==> config.mk <==
export PLATFORM = sky130hd
export DESIGN_NAME = pwm_timer_multi
export DESIGN_NICKNAME = d
export VERILOG_FILES = /design/src/rtl/pwm_pkg.sv /design/src/rtl/pwm_cmp_ch.sv /design/src/rtl/pwm_timer_multi.sv
export SDC_FILE = /design/constraint.sdc
export NUM_CORES = 1
export LEC_CHECK = 0
export BUFFER_PORTS_ARGS = -buffer_cell sky130_fd_sc_hd__clkbuf_2
export CORE_ASPECT_RATIO = 2
export CORE_UTILIZATION = 46
export CTS_CLUSTER_SIZE = 30
export DETAILED_ROUTE_END_ITERATION = 7
export GPL_TIMING_DRIVEN = 0
export MAX_ROUTING_LAYER = met4
export PLACE_DENSITY = 0.66
export SLEW_MARGIN = 5
export SYNTH_ARGS = -nofsm -noshare
export SYNTH_HDL_FRONTEND = slang
export SYNTH_SLANG_ARGS = --single-unit
==> constraint.sdc <==
create_clock -name clk -period 2.6 [get_ports clk]
set_input_delay 0.39 -clock clk [delete_from_list [all_inputs] [get_ports clk]]
set_output_delay 0.39 -clock clk [all_outputs]
set_load 0.05 [all_outputs]
==> src/rtl/pwm_pkg.sv <==
// Shared timer definitions: config select codes, default widths
// and the select-to-channel mapping used by the PWM timers.
package pwm_pkg;

  localparam int CNT_W_DEF      = 16;
  localparam int RST_PERIOD_DEF = 332;
  localparam int SEL_PERIOD     = 0;

  // Duty selects start at 1; a negative or too-large result matches no channel.
  function automatic int sel_to_ch(input int sel);
    return sel - 1;
  endfunction

endpackage

==> src/rtl/pwm_cmp_ch.sv <==
// One PWM channel: double-buffered duty register, the compare
// against the shared counter and the registered output.
module pwm_cmp_ch #(
  parameter int CNT_W = 16
) (
  input  logic             clk,
  input  logic             rst,
  input  logic             en,
  input  logic             wr,
  input  logic [CNT_W-1:0] data,
  input  logic             xfer,
  input  logic [CNT_W-1:0] cnt,
  output logic             pwm
);

  logic [CNT_W-1:0] duty_shd;
  logic [CNT_W-1:0] duty_act;

  // Shadow duty takes config writes at any time.
  always_ff @(posedge clk) begin
    if (rst)     duty_shd <= '0;
    else if (wr) duty_shd <= data;
  end

  // Active duty only changes on a committed wrap, using the pre-write shadow.
  always_ff @(posedge clk) begin
    if (rst)       duty_act <= '0;
    else if (xfer) duty_act <= duty_shd;
  end

  // Registered compare; frozen while the counter is disabled.
  always_ff @(posedge clk) begin
    if (rst)     pwm <= 1'b0;
    else if (en) pwm <= (cnt < duty_act);
  end

endmodule

==> src/rtl/pwm_timer_multi.sv <==
// Multi-channel PWM timer: shared period counter, glitch-free
// double-buffered period/duty updates and a wrap-toggled divider.
module pwm_timer_multi
  import pwm_pkg::*;
#(
  parameter int CNT_W      = CNT_W_DEF,
  parameter int N_CH       = 4,
  parameter int RST_PERIOD = RST_PERIOD_DEF,
  parameter int SEL_W      = 4
) (
  input  logic             clk,
  input  logic             rst,
  input  logic             en,
  input  logic             cfg_wr,
  input  logic [SEL_W-1:0] cfg_sel,
  input  logic [CNT_W-1:0] cfg_data,
  input  logic             cfg_commit,
  output logic [N_CH-1:0]  pwm_out,
  output logic             div_out,
  output logic             wrap,
  output logic             upd_pending
);

  logic [CNT_W-1:0] cnt;
  logic [CNT_W-1:0] per_act;
  logic [CNT_W-1:0] per_shd;
  logic             at_top;
  logic             wrap_now;
  logic             xfer;
  logic             per_we;

  assign at_top   = (cnt == per_act);
  assign wrap_now = en && at_top;
  assign xfer     = wrap_now && upd_pending;
  assign per_we   = cfg_wr && (cfg_sel == SEL_W'(SEL_PERIOD));

  // Period counter: wraps to 0 after per_act, holds when disabled.
  always_ff @(posedge clk) begin
    if (rst)           cnt <= '0;
    else if (wrap_now) cnt <= '0;
    else if (en)       cnt <= cnt + CNT_W'(1);
  end

  // Wrap pulse and the divided clock that toggles on each wrap.
  always_ff @(posedge clk) begin
    if (rst) begin
      wrap    <= 1'b0;
      div_out <= 1'b0;
    end else begin
      wrap <= wrap_now;
      if (wrap_now) div_out <= ~div_out;
    end
  end

  // Period shadow register, written by config at any time.
  always_ff @(posedge clk) begin
    if (rst)         per_shd <= CNT_W'(RST_PERIOD);
    else if (per_we) per_shd <= cfg_data;
  end

  // Active period only changes on a committed wrap.
  always_ff @(posedge clk) begin
    if (rst)       per_act <= CNT_W'(RST_PERIOD);
    else if (xfer) per_act <= per_shd;
  end

  // Commit arms the transfer; a commit on a wrap cycle waits for the next wrap.
  always_ff @(posedge clk) begin
    if (rst)             upd_pending <= 1'b0;
    else if (cfg_commit) upd_pending <= 1'b1;
    else if (xfer)       upd_pending <= 1'b0;
  end

  for (genvar i = 0; i < N_CH; i++) begin : g_ch
    logic we;

    assign we = cfg_wr && (sel_to_ch(int'(cfg_sel)) == i);

    pwm_cmp_ch #(
      .CNT_W (CNT_W)
    ) u_ch (
      .clk  (clk),
      .rst  (rst),
      .en   (en),
      .wr   (we),
      .data (cfg_data),
      .xfer (xfer),
      .cnt  (cnt),
      .pwm  (pwm_out[i])
    );
  end

endmodule

* Yosys cells after proc, flatten, opt, wreduce, memory -nomap -nowiden *
Index checks and enable logic that the tools add are counted.

cells by class
  reduce and logical (&&, ||, !) cells = 11
  mux-type cells = 2
  equality and inequality tests = 4
  magnitude comparators = 4
  add/subtract/negate cells = 2
  bitwise logic cells = 1

operators by type and width
  cell                                                  count
  less-than comparator 16 bit                           4
  zero test 32 bit                                      1
  adder 16 x 1 -> 16 bit (second input constant)        1
  equality test 16 bit                                  1
  equality test 5 x 3 -> 1 bit (second input constant)  2
  logical AND 1 bit                                     7
  equality test 5 x 2 -> 1 bit (second input constant)  1
  subtractor 4 x 1 -> 5 bit (second input constant)     1
  zero test 4 bit                                       1
  2-to-1 mux 1 bit                                      2
  nonzero test 2 bit                                    1
  OR reduction 2 bit                                    1
  NOT 1 bit                                             1

storage, ports and cells
  output and inout port bits = 7
  flip-flop bits (word level) = 183
  input bits = 25

* Logic depth before layout (Yosys ltp) *
  depth in word-level cells = 5
  mapped depth = 8

* Cells and area by module *
From an unflattened synthesis, not the netlist that was laid out.

unflattened totals
  cells, all modules = 916
  area total of the unflattened synthesis = 8421.8 um2

modules (own cells, without submodules)
  module           area an instance (um2)  instances  cells an instance
  pwm_cmp_ch       1535.2                  4          160
  pwm_timer_multi  2280.9                  1          276

* Worst setup path after synthesis *
Ideal clock, no wire load.

  path type = flip-flop to flip-flop
  start = reg cnt[9]
  end = reg per_act[2]
  required time = 2473 ps
  data arrival time = 1765 ps
  period minus slack after synthesis = 1892 ps
  setup slack = 708 ps
  stages on the path, launching flop included = 8
  setup time = 127 ps
  path through = dfxtp_1 > xnor2_1 > nand4_1 > or3_1 > buf_2 > buf_2 > o31ai_1 > nand3_1

on the way
  longest elaborated chain between the ends = 3

ends and longest elaborated chain
  element                 line                   source
  start, declared         pwm_timer_multi.sv:24  logic [CNT_W-1:0] cnt;
  start signal, assigned  pwm_timer_multi.sv:41  else if (en) cnt <= cnt + CNT_W'(1);
  equality test 16 bit    pwm_timer_multi.sv:32  assign at_top = (cnt == per_act);
  logical AND 1 bit       pwm_timer_multi.sv:33  assign wrap_now = en && at_top;
  logical AND 1 bit       pwm_timer_multi.sv:34  assign xfer = wrap_now && upd_pending;
  end signal, assigned    pwm_timer_multi.sv:63  if (rst) per_act <= CNT_W'(RST_PERIOD);
  end signal, assigned    pwm_timer_multi.sv:64  else if (xfer) per_act <= per_shd;
  end, declared           pwm_timer_multi.sv:25  logic [CNT_W-1:0] per_act;

Every way passes these cells.
A chain may end at the register's enable or synchronous reset.

* Final worst setup path *
  start = reg cnt[13]
  end = reg g_ch[3].u_ch.duty_act[9]

on the way
  longest elaborated chain between the ends = 3

ends and longest elaborated chain
  element               line                   source
  equality test 16 bit  pwm_timer_multi.sv:32
  logical AND 1 bit     pwm_timer_multi.sv:33
  logical AND 1 bit     pwm_timer_multi.sv:34
  end signal, assigned  pwm_cmp_ch.sv:28       else if (xfer) duty_act <= duty_shd;
  end, declared         pwm_cmp_ch.sv:17       logic [CNT_W-1:0] duty_act;

Every way passes these cells.

==> impl_metrics.py <==
metrics = {
    "outcome": {
        "status": "completed",
    },
    "sta": {
        "fin_skew_ns": 0.0118,
        "rsz0062_at_grt": "false",
        "finalCriticalPeriod_ns": 2.47,
        "slew_viol_final": 0,
        "finalSetupViolations": 0,
        "period_share_pct": 94.8,
        "hold_viol": 0,
        "finalHoldWorstSlack_ns": 0.178,
        "worst_pin_slew_ns": 0.766,
        "max_slew_margin_pct": 48.9,
        "max_freq_ghz": 0.406,
    },
    "worst_setup_path": {
        "crit_start": "cnt[13]",
        "path_depth": 7,
        "cp_cell_sequence": "xnor2_1 > nand4_1 > or3_1 > buf_2 > buf_2 > o31ai_1 > a21oi_1",
        "critical_path_class": "flip-flop to flip-flop",
        "r2r-end": "g_ch[3].u_ch.duty_act[9]",
        "crit_top_cell": "buf_2",
        "crit_required_ns": 2.90,
        "cp_top_family": "simple AND/OR/NAND/NOR gates",
        "crit_arrival_ns": 2.76,
        "crit_slowest_cell": "dfxtp_1",
        "max_stage_delay_ns": 0.65,
        "crit_end": "g_ch[3].u_ch.duty_act[9]",
        "worst_setup_path_start_kind": "flip-flop",
        "crit_buf_inv": 2,
        "worst-path-max-fanout": 10,
        "worstSetupEndpointType": "flip-flop",
        "r2r_setup_slack_ns": 0.13,
        "r2r_cells": 7,
        "timing.rr.start": "cnt[13]",
    },
    "clocking": {
        "insertion_delay_ns": 0.44,
        "ctsRootBufferMaster": "clkbuf_16",
        "cts_inserted_buffers": 17,
        "tritoncts": "yes",
        "cts_buffer_depth": 2,
        "cts_max_level": 4,
        "path_clk_slew_ns": 0.07,
        "clkSinkCount": 183,
        "cts_hold_buf": 0,
    },
    "die": {
        "fp.dieW_um": 99.6,
        "die_h_um": 197,
        "rows": 71,
        "start_util_pct": 46.7,
        "core_sq_mm": 0.0187,
        "pin_count": 32,
        "die_area_sq_mm": 0.0196,
    },
    "cells_and_area": {
        "drive_above_1_share_pct": 8.79,
        "layoutNonFillerInstCount": 1370,
        "num-nets-final": 1188,
        "syn2layout_area_growth_pct": 12.8,
        "n_antenna_cell": 0,
        "fill_cells": 1870,
    },
    "global_routing": {
        "grt_pass1_wl_um": 40800,
        "grt_max_degree": 18,
        "grt_pass1_vias": 7489,
        "grt_usage_pct": 28.7,
        "gr-total-overflow": 0,
        "antenna_found_initial": 0,
    },
    "synthesis": {
        "synth_top_family_by_area": "compound AO/OA/AOI/OAI gates",
        "syn-num-nets": 1137,
        "synth-xor-area-share_pct": 3.10,
        "synthCells": 1051,
        "synthAdderAreaFrac_pct": 8.71,
        "yosysWarnings": 0,
        "muxShareOfSynthArea_pct": 1.94,
        "yosysUniqueCellTypes": 36,
        "netlist_area_sq_mm": 0.00876,
        "yosysSeqAreaShare_pct": 41.8,
        "yosys.area_share.simple_pct": 18.2,
        "ys_seq_elements": 183,
        "avgSynthCellArea_sq_um": 8.33,
        "synth_compound_area_share_pct": 19.4,
    },
    "placement": {
        "place_inst": 1335,
        "gp_congestion": 0.936,
        "port_buffers": 29,
        "hpwl_um": 20000,
    },
    "power_and_ir_drop": {
        "clockPowerShare_pct": 45.3,
        "peakVddDrop_mv": 0.462,
        "p_int_mw": 4.35,
        "p_per_area_mw_per_mm2": 592,
        "swShare_pct": 25.6,
        "p_leak_nw": 3.61,
        "p_comb_share_pct": 6.0,
        "switching_power_mw": 1.50,
        "seq_power_share_pct": 48.7,
    },
    "run": {
        "cap_violations": 0,
    },
    "detailed_routing": {
        "first_pass_iters": 8,
        "drt-initial-drc-count": 348,
        "drt-vias-per-instance": 5.73,
        "ant_nets": 0,
        "post_drt_wl_per_cell_um": 19.1,
        "routed_wl_um": 26200,
        "vias": 7850,
        "route.detailed.drc": 0,
    },
    "hold_path": {
        "hp-start": "cfg_commit",
        "hold_class": "input port to flip-flop",
    },
}
worst reg2reg max path: cells and delay by family (launching register included):
kind	cells	cell delay [ns]
compound gates	2	0.41
xor+xnor	1	0.18
simple gates	2	0.66
flops	1	0.65
buf+inv	2	0.44
timing repair:
action / 4_1_cts / 5_1_grt
buffers inserted: 0 / 3
endpoints found under the setup margin: 80 / 89
pin swaps: 0 / 1
gates resized for setup: 4 / 9
kinds of logic after synthesis:
family / count (synthesis)
DFF: 183
xor gates and xnor gates: 31
adders and majority gates: 61
and+or+nand+nor: 330
buffers and inverters: 152
muxes: 17
AOI/OAI and AO/OA: 277
cell type report:
type / instances / area (sq um) / share of cell area [%]
multi-input cells: 716 / 4510 / 45.6
flip-flops and latches: 183 / 3670 / 37.2
clock buffers: 18 / 429 / 4.34
plain buffers: 88 / 362 / 3.66
well taps: 255 / 319 / 3.23
inverters: 64 / 240 / 2.43
repair buffers: 32 / 180 / 1.82
clock inverters: 14 / 166 / 1.68
cells in the mapped netlist (all sizes together):
| cell type | instances | area [sq um] |
|---|---|---|
| nor4 | 1 | 6.26 |
| and2 | 6 | 37.5 |
| inv | 63 | 236 |
| xnor2 | 22 | 193 |
| o21ai | 2 | 10.0 |
| a211oi | 4 | 30.0 |
| ha | 61 | 763 |
| nor3 | 3 | 20.0 |
| nor3b | 2 | 15.0 |
| a21o | 28 | 210 |
| o21a | 1 | 7.51 |
| mux2i | 17 | 170 |
| nand2b | 4 | 25.0 |
| o31ai | 84 | 631 |
| a2111oi | 4 | 35.0 |
| or2 | 6 | 37.5 |
| nand2 | 137 | 514 |
| and3 | 3 | 18.8 |
| o22ai | 4 | 25.0 |
| xor2 | 9 | 78.8 |
| nand3 | 13 | 65.1 |
| nand4 | 102 | 638 |
| nor2 | 49 | 184 |
| buf | 18 | 97.6 |
| clkbuf | 70 | 263 |
| nand3b | 1 | 7.51 |
| clkinv | 1 | 3.75 |
| and4 | 1 | 8.76 |
| dfxtp | 183 | 3660 |
| a21oi | 150 | 751 |
| or3 | 2 | 12.5 |
per-layer routing:
metal / track usage [%] / part of all wire (%) / up-vias
met5: - / 0 / -
met4: 17.2 / 6.4 / 0
met3: 4.42 / 3.8 / 91
met2: 48.9 / 50 / 225
met1: 31.1 / 40 / 3695
li1: - / - / 3839
power by group through the flow:
| stage | combinational [mW] | sequential (mW) | clock [mW] |
|---|---|---|---|
| 3_5_place_dp | 0.347 | 2.91 | 0 |
| 3_3_place_gp | 0.343 | 2.91 | 0 |
| 5_1_grt | 0.379 | 2.85 | 2.79 |
| 4_1_cts | 0.349 | 2.85 | 2.67 |
| 6_report | 0.351 | 2.85 | 2.65 |
| 2_1_floorplan | 0.205 | 2.90 | 0 |
state kept, by name, summed over array words and instances, names as in the netlist:
| signal | flops |
|---|---|
| g_ch.u_ch.pwm | 4 |
| per_shd | 16 |
| div_out | 1 |
| wrap | 1 |
| upd_pending | 1 |
| g_ch.u_ch.duty_shd | 64 |
| cnt | 16 |
| per_act | 16 |
| g_ch.u_ch.duty_act | 64 |
worst min path at each step:
stage                                     to  depth (start not counted)
global route                     upd_pending                          2
floorplan           g_ch[0].u_ch.duty_shd[0]                          2
global placement                 per_shd[12]                          2
finish                           upd_pending                          2
CTS                              upd_pending                          2
detailed placement               per_shd[12]                          2
cells in the final DEF, fill, tap and decap left out, types with 2 or more instances in the layout:
master      Yosys  final
buf_1           2      2
ha_1           61     61
dfxtp_1       183    174
and2_1          6      6
nand2b_1        4      4
nor3b_1         2      2
a211oi_1        4      4
inv_1          62     62
o31ai_1        84     84
and3_1          3      3
mux2i_1        17     17
or2_2           6      6
nor3_1          2      2
nand3_1        13     13
clkbuf_16       0     17
xor2_1          9      9
a2111oi_0       4      4
nand4_1       102    102
inv_6           0      4
buf_4           4      6
bufinv_16       0      2
clkbuf_1       70     70
o22ai_1         4      4
or3_1           2      2
a21oi_1       150    150
nor2_1         49     48
xnor2_1        22     22
buf_2          12     12
a21o_1         28     28
clkinvlp_4      0      4
dfxtp_2         0      9
clkbuf_2        0     30
nand2_1       137    137
stage by stage:
stage	utilization, %	power [mW]	setup slack [ns]	area, sq um	setup TNS (ns)
2_1_floorplan	-	3.11	0.708	8760	0
3_3_place_gp	49.2	3.25	-0.203	9220	-6.53
3_5_place_dp	49.2	3.26	-0.219	9220	-8.12
4_1_cts	52.4	5.86	0.0133	9830	0
5_1_grt	52.7	6.01	0.00804	9880	0
6_report	52.7	5.85	0.135	9880	0
(Power assumes the default switching activity.)
